**config.mk**
```make
export PLATFORM = sky130hd
export DESIGN_NAME = store_rmw_unit
export DESIGN_NICKNAME = d
export VERILOG_FILES = /design/src/rtl/store_rmw_unit_pkg.sv /design/src/rtl/store_rmw_unit_merge.sv /design/src/rtl/store_rmw_unit.sv
export SDC_FILE = /design/constraint.sdc
export NUM_CORES = 1
export LEC_CHECK = 0
export BUFFER_PORTS_ARGS = -buffer_cell sky130_fd_sc_hd__buf_2
export CAP_MARGIN = 25
export CORE_MARGIN = 2
export CORE_UTILIZATION = 55
export DETAILED_ROUTE_END_ITERATION = 8
export PLACE_DENSITY = 0.94
export SYNTH_ARGS = -nofsm -noshare
export SYNTH_HDL_FRONTEND = slang
export SYNTH_SLANG_ARGS = --single-unit
export TNS_END_PERCENT = 1
```
**constraint.sdc**
```tcl
create_clock -name clk -period 4.09 [get_ports clk]
set_input_delay 0.818 -clock clk [delete_from_list [all_inputs] [get_ports clk]]
set_output_delay 0.818 -clock clk [all_outputs]
set_load 0.03 [all_outputs]
```
**src/rtl/store_rmw_unit_pkg.sv**
```systemverilog
// Shared store-path definitions: funct3 store modes, FSM states and the
// halfword offset that cannot be handled by the single-word RMW.
package store_pkg;

  localparam logic [2:0] SB = 3'b000;
  localparam logic [2:0] SH = 3'b001;
  localparam logic [2:0] SW = 3'b010;

  localparam logic [1:0] MISALIGNED_H = 2'b11;

  typedef enum logic [2:0] {
    IDLE,
    READ,
    MERGE,
    WRITE,
    FAULT
  } state_t;

endpackage

```
**src/rtl/store_rmw_unit_merge.sv**
```systemverilog
// Combinational lane merge: places a store byte/half into the old word at the
// byte offset, mirroring the load path's extraction placement.
module store_merge
  import store_pkg::*;
#(
  parameter int D_WIDTH = 32
) (
  input  logic [2:0]         addrmode,
  input  logic [1:0]         offset,
  input  logic [D_WIDTH-1:0] wdata,
  input  logic [D_WIDTH-1:0] old_word,
  output logic [D_WIDTH-1:0] new_word
);

  logic [D_WIDTH-1:0] mask;
  logic [D_WIDTH-1:0] lane_mask;
  logic [4:0]         shamt;

  always_comb begin
    shamt = {offset, 3'b000};
    case (addrmode)
      SB:      mask = {{(D_WIDTH-8){1'b0}}, 8'hFF};
      SH:      mask = {{(D_WIDTH-16){1'b0}}, 16'hFFFF};
      default: begin
        mask  = '1;
        shamt = '0;
      end
    endcase
    lane_mask = mask << shamt;
    new_word  = (old_word & ~lane_mask) | ((wdata << shamt) & lane_mask);
  end

endmodule

```
**src/rtl/store_rmw_unit.sv**
```systemverilog
// Store unit for a word-only RAM: sw writes directly, sb/sh do a
// read-merge-write of the aligned word; misaligned halfwords are dropped.
module store_rmw_unit
  import store_pkg::*;
#(
  parameter int D_WIDTH = 32,
  parameter int A_WIDTH = 32
) (
  input  logic               clk,
  input  logic               rst,
  input  logic               req_valid,
  output logic               req_ready,
  input  logic [2:0]         addrmode,
  input  logic [A_WIDTH-1:0] addr,
  input  logic [D_WIDTH-1:0] wdata,
  output logic [A_WIDTH-1:0] ram_addr,
  output logic               ram_ren,
  input  logic [D_WIDTH-1:0] ram_rdata,
  output logic               ram_wen,
  output logic [D_WIDTH-1:0] ram_wdata,
  output logic               done,
  output logic               misaligned
);

  state_t             state_q, state_d;
  logic [2:0]         mode_q, mode_d;
  logic [1:0]         off_q, off_d;
  logic [D_WIDTH-1:0] wdata_q, wdata_d;
  logic [A_WIDTH-1:0] addr_q, addr_d;
  logic [D_WIDTH-1:0] ram_wdata_q, ram_wdata_d;
  logic [D_WIDTH-1:0] merged;

  store_merge #(.D_WIDTH(D_WIDTH)) u_merge (
    .addrmode (mode_q),
    .offset   (off_q),
    .wdata    (wdata_q),
    .old_word (ram_rdata),
    .new_word (merged)
  );

  assign req_ready  = (state_q == IDLE) && !rst;
  assign ram_ren    = (state_q == READ);
  assign ram_wen    = (state_q == WRITE);
  assign done       = (state_q == WRITE);
  assign misaligned = (state_q == FAULT);
  assign ram_addr   = addr_q;
  assign ram_wdata  = ram_wdata_q;

  always_comb begin
    state_d     = state_q;
    mode_d      = mode_q;
    off_d       = off_q;
    wdata_d     = wdata_q;
    addr_d      = addr_q;
    ram_wdata_d = ram_wdata_q;
    case (state_q)
      IDLE: begin
        if (req_valid && req_ready) begin
          mode_d  = addrmode;
          off_d   = addr[1:0];
          wdata_d = wdata;
          addr_d  = {addr[A_WIDTH-1:2], 2'b00};
          if (addrmode == SB) begin
            state_d = READ;
          end else if (addrmode == SH) begin
            state_d = (addr[1:0] == MISALIGNED_H) ? FAULT : READ;
          end else begin
            // sw and unknown modes bypass the read and write the full word
            state_d     = WRITE;
            ram_wdata_d = wdata;
          end
        end
      end
      READ:  state_d = MERGE;
      MERGE: begin
        ram_wdata_d = merged;
        state_d     = WRITE;
      end
      WRITE:   state_d = IDLE;
      FAULT:   state_d = IDLE;
      default: state_d = IDLE;
    endcase
  end

  always_ff @(posedge clk) begin
    if (rst) begin
      state_q     <= IDLE;
      mode_q      <= '0;
      off_q       <= '0;
      wdata_q     <= '0;
      addr_q      <= '0;
      ram_wdata_q <= '0;
    end else begin
      state_q     <= state_d;
      mode_q      <= mode_d;
      off_q       <= off_d;
      wdata_q     <= wdata_d;
      addr_q      <= addr_d;
      ram_wdata_q <= ram_wdata_d;
    end
  end

endmodule

```
; Yosys cells after proc, flatten, opt, wreduce, memory -nomap -nowiden
; Cells that the tools add are included.
[op_classes]
eq_ne = 10
shift = 2
mux = 11
bitwise_logic = 4
n_reduce_logical = 10
[op_table]
columns = cell, n
row1 = 32-bit one-hot mux with 2 select lines, 2
row2 = 32-bit 2-to-1 mux, 3
row3 = 32-bit bitwise AND, 2
row4 = 32-bit by 5-bit << shifter with 32-bit output, 2
row5 = 32-bit NOT, 1
row6 = 32-bit OR, 1
row7 = 3-bit 2-to-1 mux, 4
row8 = 3-bit by 1-bit == test with 1-bit output (second input constant), 3
row9 = 3-bit logical NOT, 3
row10 = 3-bit one-hot mux with 3 select lines, 1
row11 = 3-bit by 2-bit == test with 1-bit output (second input constant), 2
row12 = 5-bit 2-to-1 mux, 1
row13 = 2-bit inequality test (second input constant), 2
row14 = 4-bit AND reduction, 1
row15 = 3-bit == test (second input constant), 1
row16 = 2-bit == test (second input constant), 1
row17 = 1-bit logical AND, 2
row18 = 2-bit by 1-bit inequality test with 1-bit output (second input constant), 1
row19 = 2-bit AND reduction, 1
row20 = 2-bit nonzero test, 1
row21 = 2-bit OR reduction, 1
row22 = 1-bit logical NOT, 1
[totals]
register_bits = 102
inputBits = 102
output_inout_bits = 69
wordCells = 43

; Longest topological paths before layout
; Gate-level depths: netlist (run 1).
[logic_depth]
word_depth = 8
mapped_depth = 8
mapped_depth_nobuf = 4

; Cells and area by module
; A second synthesis (run 1) with hierarchy kept.
[hier_totals]
hier_cells = 613
area_unflattened_um2 = 5258.8
[modules_own_cells]
columns = module, n_inst, cells_each, area_per_inst_um2, seq_area_each_um2
row1 = store_rmw_unit, 1, 488, 4284.1, 2042.0
row2 = store_merge, 1, 125, 974.7, 0.0

; Least setup slack after synthesis (run 1)
; Ideal clock, no wire load.
[synth_timing]
path_kind = input -> output
start = input port rst
end = output port req_ready
t_arrival_ns = 2.022
t_required_ns = 3.272
setup_slack_ns = 1.250
cell_stages = 3
path_buffers = 2
path_cell_list = clkbuf_1 clkbuf_1 nor3_1
[synth_between]
elab_chain_cells = 2
[synth_rtl]
columns = element, line_no
row1 = start: declaration, store_rmw_unit.sv:10  ; input logic rst,
row2 = 1-bit logical NOT, store_rmw_unit.sv:41  ; assign req_ready = (state_q == IDLE) && !rst;
row3 = 1-bit logical AND, store_rmw_unit.sv:41
row4 = end: declaration, store_rmw_unit.sv:12  ; output logic req_ready,
; Every way passes these cells.

; Worst setup path in the final report (run 1)
[layout_timing]
start = register state_q[1]
end = output port ram_wen
[layout_between]
elab_chain_cells = 1
[layout_rtl]
columns = element, line_no
row1 = start: declaration, store_rmw_unit.sv:25  ; state_t state_q, state_d;
row2 = start signal: assignment, store_rmw_unit.sv:94  ; state_q <= state_d;
row3 = 3-bit by 2-bit == test with 1-bit output, store_rmw_unit.sv:43  ; assign ram_wen = (state_q == WRITE);
row4 = end: declaration, store_rmw_unit.sv:19  ; output logic ram_wen,
; Every way passes these cells.

==> flow_summary.toml, run 1 <==
[layout]
layout.nets = 871
fillers = 756
layout.cells.most_common = "buf_2"
num_antenna_cells = 0
drive_above_1_share = 0.277
syn2layout_area_growth_pct = 18.9
final_cell_mix = "buf_2 (168), nand2_1 (157), o21ai_0 (103), dfxtp_1 (102), nor2_1 (20)"
utilization = 0.666

[clock_network]
tritoncts = "yes"
root_buffer = "clkbuf_8"
cts_buffers = 9
cts-hold-fix-buffers = 0
clockBufferDepth = 2
clock_latency_ps = 370
ctsResizeCount = 0
clock_sinks = 102
clk_pin_slew_ps = 100
htreeDepth = 3
cts_setup_buffers = 0

[synthesis]
ys_types = 50
synth.area.top_cells = "dfxtp_1 (40%), nand2_1 (12%), o21ai_0 (10%), mux2i_1 (2.7%), clkbuf_1 (2.7%)"
synth-seq-area-share = 0.400
yosysTopAreaCell = "dfxtp_1"
yosys_warnings = 0
synth_top_area_frac = 0.400
syn_inst = 649
async_flop_share = 0
avgSynthCellArea_sq_um = 7.86
synth_seq_cells = 102
synth_edf_count = 0
syn_area_sq_um = 5100
synth_ff_type = "dfxtp_1"

[timing]
finalClockSkew_ps = 14.9
worst_slack_ps = 1280
hold_viol = 0
finalSetupViolCount = 0
max_slew_margin = 0.307
slew_violations = 0
fin_crit_ps = 2810
finalSetupTns_ps = 0
clock.fmax_ghz = 0.356
rsz0062_at_grt = "no"
holdWs_ps = 462
finalCritPeriodShare = 0.686
max_slew.worst_pin.slew_ps = 1040

[critical_path]
worst-r2r-cell-count = 6
worstSetupPathType = "register to primary output"
r2r_slack_ps = 1370
worst_setup_path_end_kind = "primary output"
r2r-end = "ram_wdata[5]"
r2r-start = "state_q[1]"
crit_required_ps = 3270
arrival_ps = 1990
cp-start-kind = "register"
critPathMaxFanout = 20

[place]
io_buffers = 168
dp_worst_setup_slack_ps = 1250
hpwl_mm = 9.94
gp_congestion = 0.859

[min_path]
holdPathEnd = "wdata_q[29]"
min_from = "wdata_q[29]"
hold_path_depth = 2
hold_path.class = "register to register"

[floorplanning]
rows = 35
core_area_sq_um = 9110
fp.dieArea_sq_um = 10100
die_w_microns = 100
io_pins = 171
die_h_microns = 100
initial_utilization = 0.560

[detailed_routing]
vias_per_cell = 5.88
drc = 0
wirelength_mm = 14.2
ant_nets = 0
drtIter0Drc = 631
drt-pass1-iter-count = 5
wire_per_inst_microns = 16.1
dr_total_vias = 5201

[status]
outcome = "completed"

[global_route]
antenna_found_initial = 1
grt.total_usage = 0.273
grt_pass1_vias = 4644
overflow = 0
grt_max_degree = 83
grt_pass1_wl_mm = 22.2

[power_and_ir_drop]
power_density_nw_per_um2 = 418
ir_worst_vdd_mv = 0.227
p_leak_nw = 2.53

[run]
max_cap_viol_count = 0
## per-stage QoR
step / power, mW / cell area, sq um / cells
3_5_place_dp: 1.83 / 5810 / 868
2_1_floorplan: 1.65 / 5100 / 650
5_1_grt: 2.64 / 6060 / 884
6_report: 2.54 / 6060 / 884
3_3_place_gp: 1.82 / 5810 / 868
4_1_cts: 2.52 / 6040 / 883
## cells in the mapped netlist, drive strengths merged, types with 2 or more instances
master and instances:
and2 2, o21ai 106, a31oi 5, nor3 10, a21oi 15, dfxtp 102
o311ai 3, a311oi 8, o21bai 2, mux2i 14, a211o 8, buf 30
a211oi 5, nor2 22, o41ai 5, a311o 8, nand2 157, nor2b 7
or2 6, a221oi 11, a2111oi 6, nor3b 17, inv 17, nand3 8
and3b 3, clkbuf 38, o2111ai 7, a21o 8, o32ai 10
## power breakdown
part	switching [mW]	total, mW	internal [mW]
clock network	0.348	0.708	0.359
logic	0.436	0.668	0.232
registers	0.0759	1.16	1.09
total	0.860	2.54	1.68
## sequential cells by signal (all words and copies together), names as in the netlist
name	flops
ram_addr	30
ram_wdata	32
mode_q	3
state_q	3
wdata_q	32
off_q	2
## cell type report
type                       count  area [sq um]  share of cell area
clock buffer                  10           138              0.0227
inverter                      17          63.8              0.0105
sequential                   102          2040               0.337
tap                          111           139              0.0229
clock inverter                 5          83.8              0.0138
timing repair buffer         176           933               0.154
multi-input combinational    463          2660               0.439
## layer usage
| layer | part of all wire | global-route usage | up-vias |
|---|---|---|---|
| li1 | - | - | 2524 |
| met3 | 0.10 | 0.0689 | 36 |
| met4 | 0.019 | 0.0759 | 2 |
| met1 | 0.41 | 0.356 | 2333 |
| met5 | 0.00091 | 0 | - |
| met2 | 0.47 | 0.452 | 306 |
## cell families after synthesis
kind of cell,after synthesis,share of synthesized area
compound gates,211,0.283
buf+inv,85,0.0787
simple gates,236,0.210
flops,102,0.400
mux,14,0.0275
other cells,1,0.000735
## how the worst max path moves through the flow
stage	start	endpoint	slack [ps]	cells after the start
final	state_q[1]	ram_wen	1280	3
after global placement	rst	ram_wdata[15]	1290	6
after floorplan	rst	req_ready	1250	3
after global routing	state_q[1]	ram_wen	1190	3
after CTS	state_q[1]	ram_wen	1320	3
after detailed placement	rst	ram_wdata[7]	1250	6
## critical path, stage by stage (launching register included)
cell and delay (ps):
dfxtp_1 760, inv_1 280, nor3b_1 320, buf_2 250
Power figures use the tool's default switching activity.
==> inputs of run 2 (changes only) <==
--- a/config.mk
+++ b/config.mk
@@ -5,12 +5,13 @@
 export SDC_FILE = /design/constraint.sdc
 export NUM_CORES = 1
 export LEC_CHECK = 0
+export ABC_AREA = 1
 export BUFFER_PORTS_ARGS = -buffer_cell sky130_fd_sc_hd__buf_2
 export CAP_MARGIN = 25
 export CORE_MARGIN = 2
-export CORE_UTILIZATION = 55
+export CORE_UTILIZATION = 50
 export DETAILED_ROUTE_END_ITERATION = 8
-export PLACE_DENSITY = 0.94
+export PLACE_DENSITY = 0.88
 export SYNTH_ARGS = -nofsm -noshare
 export SYNTH_HDL_FRONTEND = slang
 export SYNTH_SLANG_ARGS = --single-unit
==> constraint.sdc (replaced) <==
create_clock -name clk -period 2.9 [get_ports clk]
set_input_delay 0.58 -clock clk [delete_from_list [all_inputs] [get_ports clk]]
set_output_delay 0.58 -clock clk [all_outputs]
set_load 0.03 [all_outputs]
==> flow_summary.toml, run 2 <==
[status]
outcome = "completed"

[critical_path]
r2r-start = "mode_q[2]"
worst_setup_path_end_kind = "register"
r2r_slack_ps = 800
max_stage_delay_ps = 490
r2r-end = "ram_wdata[7]"
critPathMaxFanout = 19
slowest_stage = "nand2_1"
path_cells = "nor2_4, nand2_2, nand2_1, nand2_1, o211ai_1, nand3_1, nand2_1, inv_1"
arrival_ps = 2360
worst-r2r-cell-count = 8
path_common_cell = "nand2_1"
cp-start-kind = "register"
worstSetupPathType = "register to register"
crit_required_ps = 3160

[detailed_routing]
wirelength_mm = 13.5
vias_per_cell = 5.29
wire_per_inst_microns = 13.9
dr_total_vias = 5134
drc = 0
drt-pass1-iter-count = 6
ant_nets = 0
drtIter0Drc = 533

[power_and_ir_drop]
p_comb_frac = 0.329
p_leak_nw = 2.70
clockPowerShare = 0.227
power_density_nw_per_um2 = 653
p_seq_frac = 0.443
p_sw_frac = 0.396
total_power_mw = 3.78
p_sw_mw = 1.50
ir_worst_vdd_mv = 0.293
p_int_mw = 2.28

[timing]
rsz0062_at_grt = "no"
finalSetupViolCount = 0
slew_violations = 0
finalClockSkew_ps = 12.3
worst_slack_ps = 801
fin_crit_ps = 2100
clock.fmax_ghz = 0.476
holdWs_ps = 402
max_slew_margin = 0.528
finalCritPeriodShare = 0.724
hold_viol = 0
max_slew.worst_pin.slew_ps = 708
finalSetupTns_ps = 0

[clock_network]
ctsResizeCount = 0
clock_latency_ps = 370
clk_pin_slew_ps = 110
cts_setup_buffers = 0
clockBufferDepth = 2
cts-hold-fix-buffers = 0
cts_buffers = 9
clock_sinks = 102
htreeDepth = 3
tritoncts = "yes"
root_buffer = "clkbuf_8"

[layout]
multi_input_comb_area_sq_um = 2250
fillers = 908
regArea_sq_um = 2040
syn2layout_area_growth_pct = 20.9
utilization = 0.623
final_cell_mix = "buf_2 (168), nand2_1 (152), a21oi_1 (114), dfxtp_1 (102), o21ai_0 (99)"
num_antenna_cells = 0
drive_above_1_share = 0.248
layout.cells.most_common = "buf_2"
layout.nets = 939

[global_route]
antenna_found_initial = 0
grt.total_usage = 0.254
grt_max_degree = 69
overflow = 0
grt_pass1_vias = 4638
grt_pass1_wl_mm = 21.4

[floorplanning]
die_w_microns = 102
io_pins = 171
die_h_microns = 102
initial_utilization = 0.515
core_area_sq_um = 9280
rows = 35
fp.dieArea_sq_um = 10400

[synthesis]
async_flop_share = 0
synth.area.top_cells = "dfxtp_1 (43%), a21oi_1 (12%), nand2_1 (12%), o21ai_0 (10%), nand3_1 (4.7%)"
syn_inst = 697
synth_compound_area_frac = 0.245
ys_types = 23
synth_top_area_frac = 0.427
avgSynthCellArea_sq_um = 6.86
synth_xor_xnor_area_share = 0
synth_top_family_by_area = "compound AO/OA/AOI/OAI gates"
synth_seq_cells = 102
synth_edf_count = 0
syn_area_sq_um = 4780
synthAdderAreaFrac = 0
yosysTopAreaCell = "dfxtp_1"
yosys_warnings = 0
yosys.area_share.simple = 0.225
synth_common_cells = "nand2_1 (152), a21oi_1 (114), dfxtp_1 (102)"
synth_most_common_cell = "nand2_1"
synth_ff_type = "dfxtp_1"
synth.mux.area_fraction = 0
synth-seq-area-share = 0.427

[min_path]
min_from = "addr[26]"
holdPathEnd = "ram_addr[26]"
hold_path.class = "primary input to register"
hold_path_depth = 3

[place]
io_buffers = 168
hpwl_mm = 9.61
gp_congestion = 0.849
dp_worst_setup_slack_ps = 878

[run]
max_cap_viol_count = 0
## run 2: cell count changes in the layout (fill, tap and decap cells not counted), moves of 10 or more
cell      before  now
a21oi_1       15  114
nand3_1        8   45
o32ai_1       10    0
nor2_1        20   48
mux2i_1       14    0
inv_1         16   49
nor3b_1       15    0
a221oi_1      11    0
## run 2: how the worst max path moves through the flow
stage	depth (start not counted)	slack, ps	end	startpoint
2_1_floorplan	3	860	ram_wen	state_q[0]
3_3_place_gp	8	940	ram_wdata[7]	mode_q[2]
3_5_place_dp	8	880	ram_wdata[7]	mode_q[2]
4_1_cts	8	870	ram_wdata[7]	mode_q[2]
5_1_grt	8	640	ram_wdata[7]	mode_q[2]
6_report	8	800	ram_wdata[7]	mode_q[2]
## run 2: power by group through the flow
stage / clock network (mW) / registers (mW) / logic, mW
after detailed placement: 0 / 1.70 / 1.23
after CTS: 0.861 / 1.67 / 1.23
after global routing: 0.929 / 1.69 / 1.37
after floorplan: 0 / 1.94 / 0.653
after global placement: 0 / 1.70 / 1.21
final: 0.859 / 1.67 / 1.24
## run 2: cells by family after synthesis
kind of cell / after synthesis
AO/OA/AOI/OAI: 230
buffers and inverters: 106
flip-flops: 102
AND/OR/NAND/NOR: 258
other: 1
## run 2: per-layer routing
metal  part of all wire  up-vias  GRT usage  wire (microns)
met3              0.083       26     0.0404            1110
met4              0.020        0     0.0697             265
li1                   -     2563          -               -
met1               0.44     2295      0.353            5890
met2               0.46      250      0.414            6210
met5                  0        -          0               0
## run 2: area by class of cell
type,instances,share of cell area
Timing Repair Buffer,179,0.162
Inverter,55,0.0357
Multi-Input combinational cell,490,0.390
Clock inverter,6,0.00952
Sequential cell,102,0.353
Clock buffer,10,0.0221
Tap cell,129,0.0279
## run 2: through the flow
stage                     cells  area, sq um
after floorplan             698         4790
after global placement      954         5590
after detailed placement    954         5590
after CTS                   970         5780
after global routing        971         5780
final                       971         5780
## run 2: critical path, delay by kind of cell (launching register included)
| kind | cells | cell delay [ps] |
|---|---|---|
| AOI/OAI and AO/OA | 1 | 120 |
| buffers and inverters | 1 | 40 |
| DFF | 1 | 350 |
| and+or+nand+nor | 6 | 1490 |
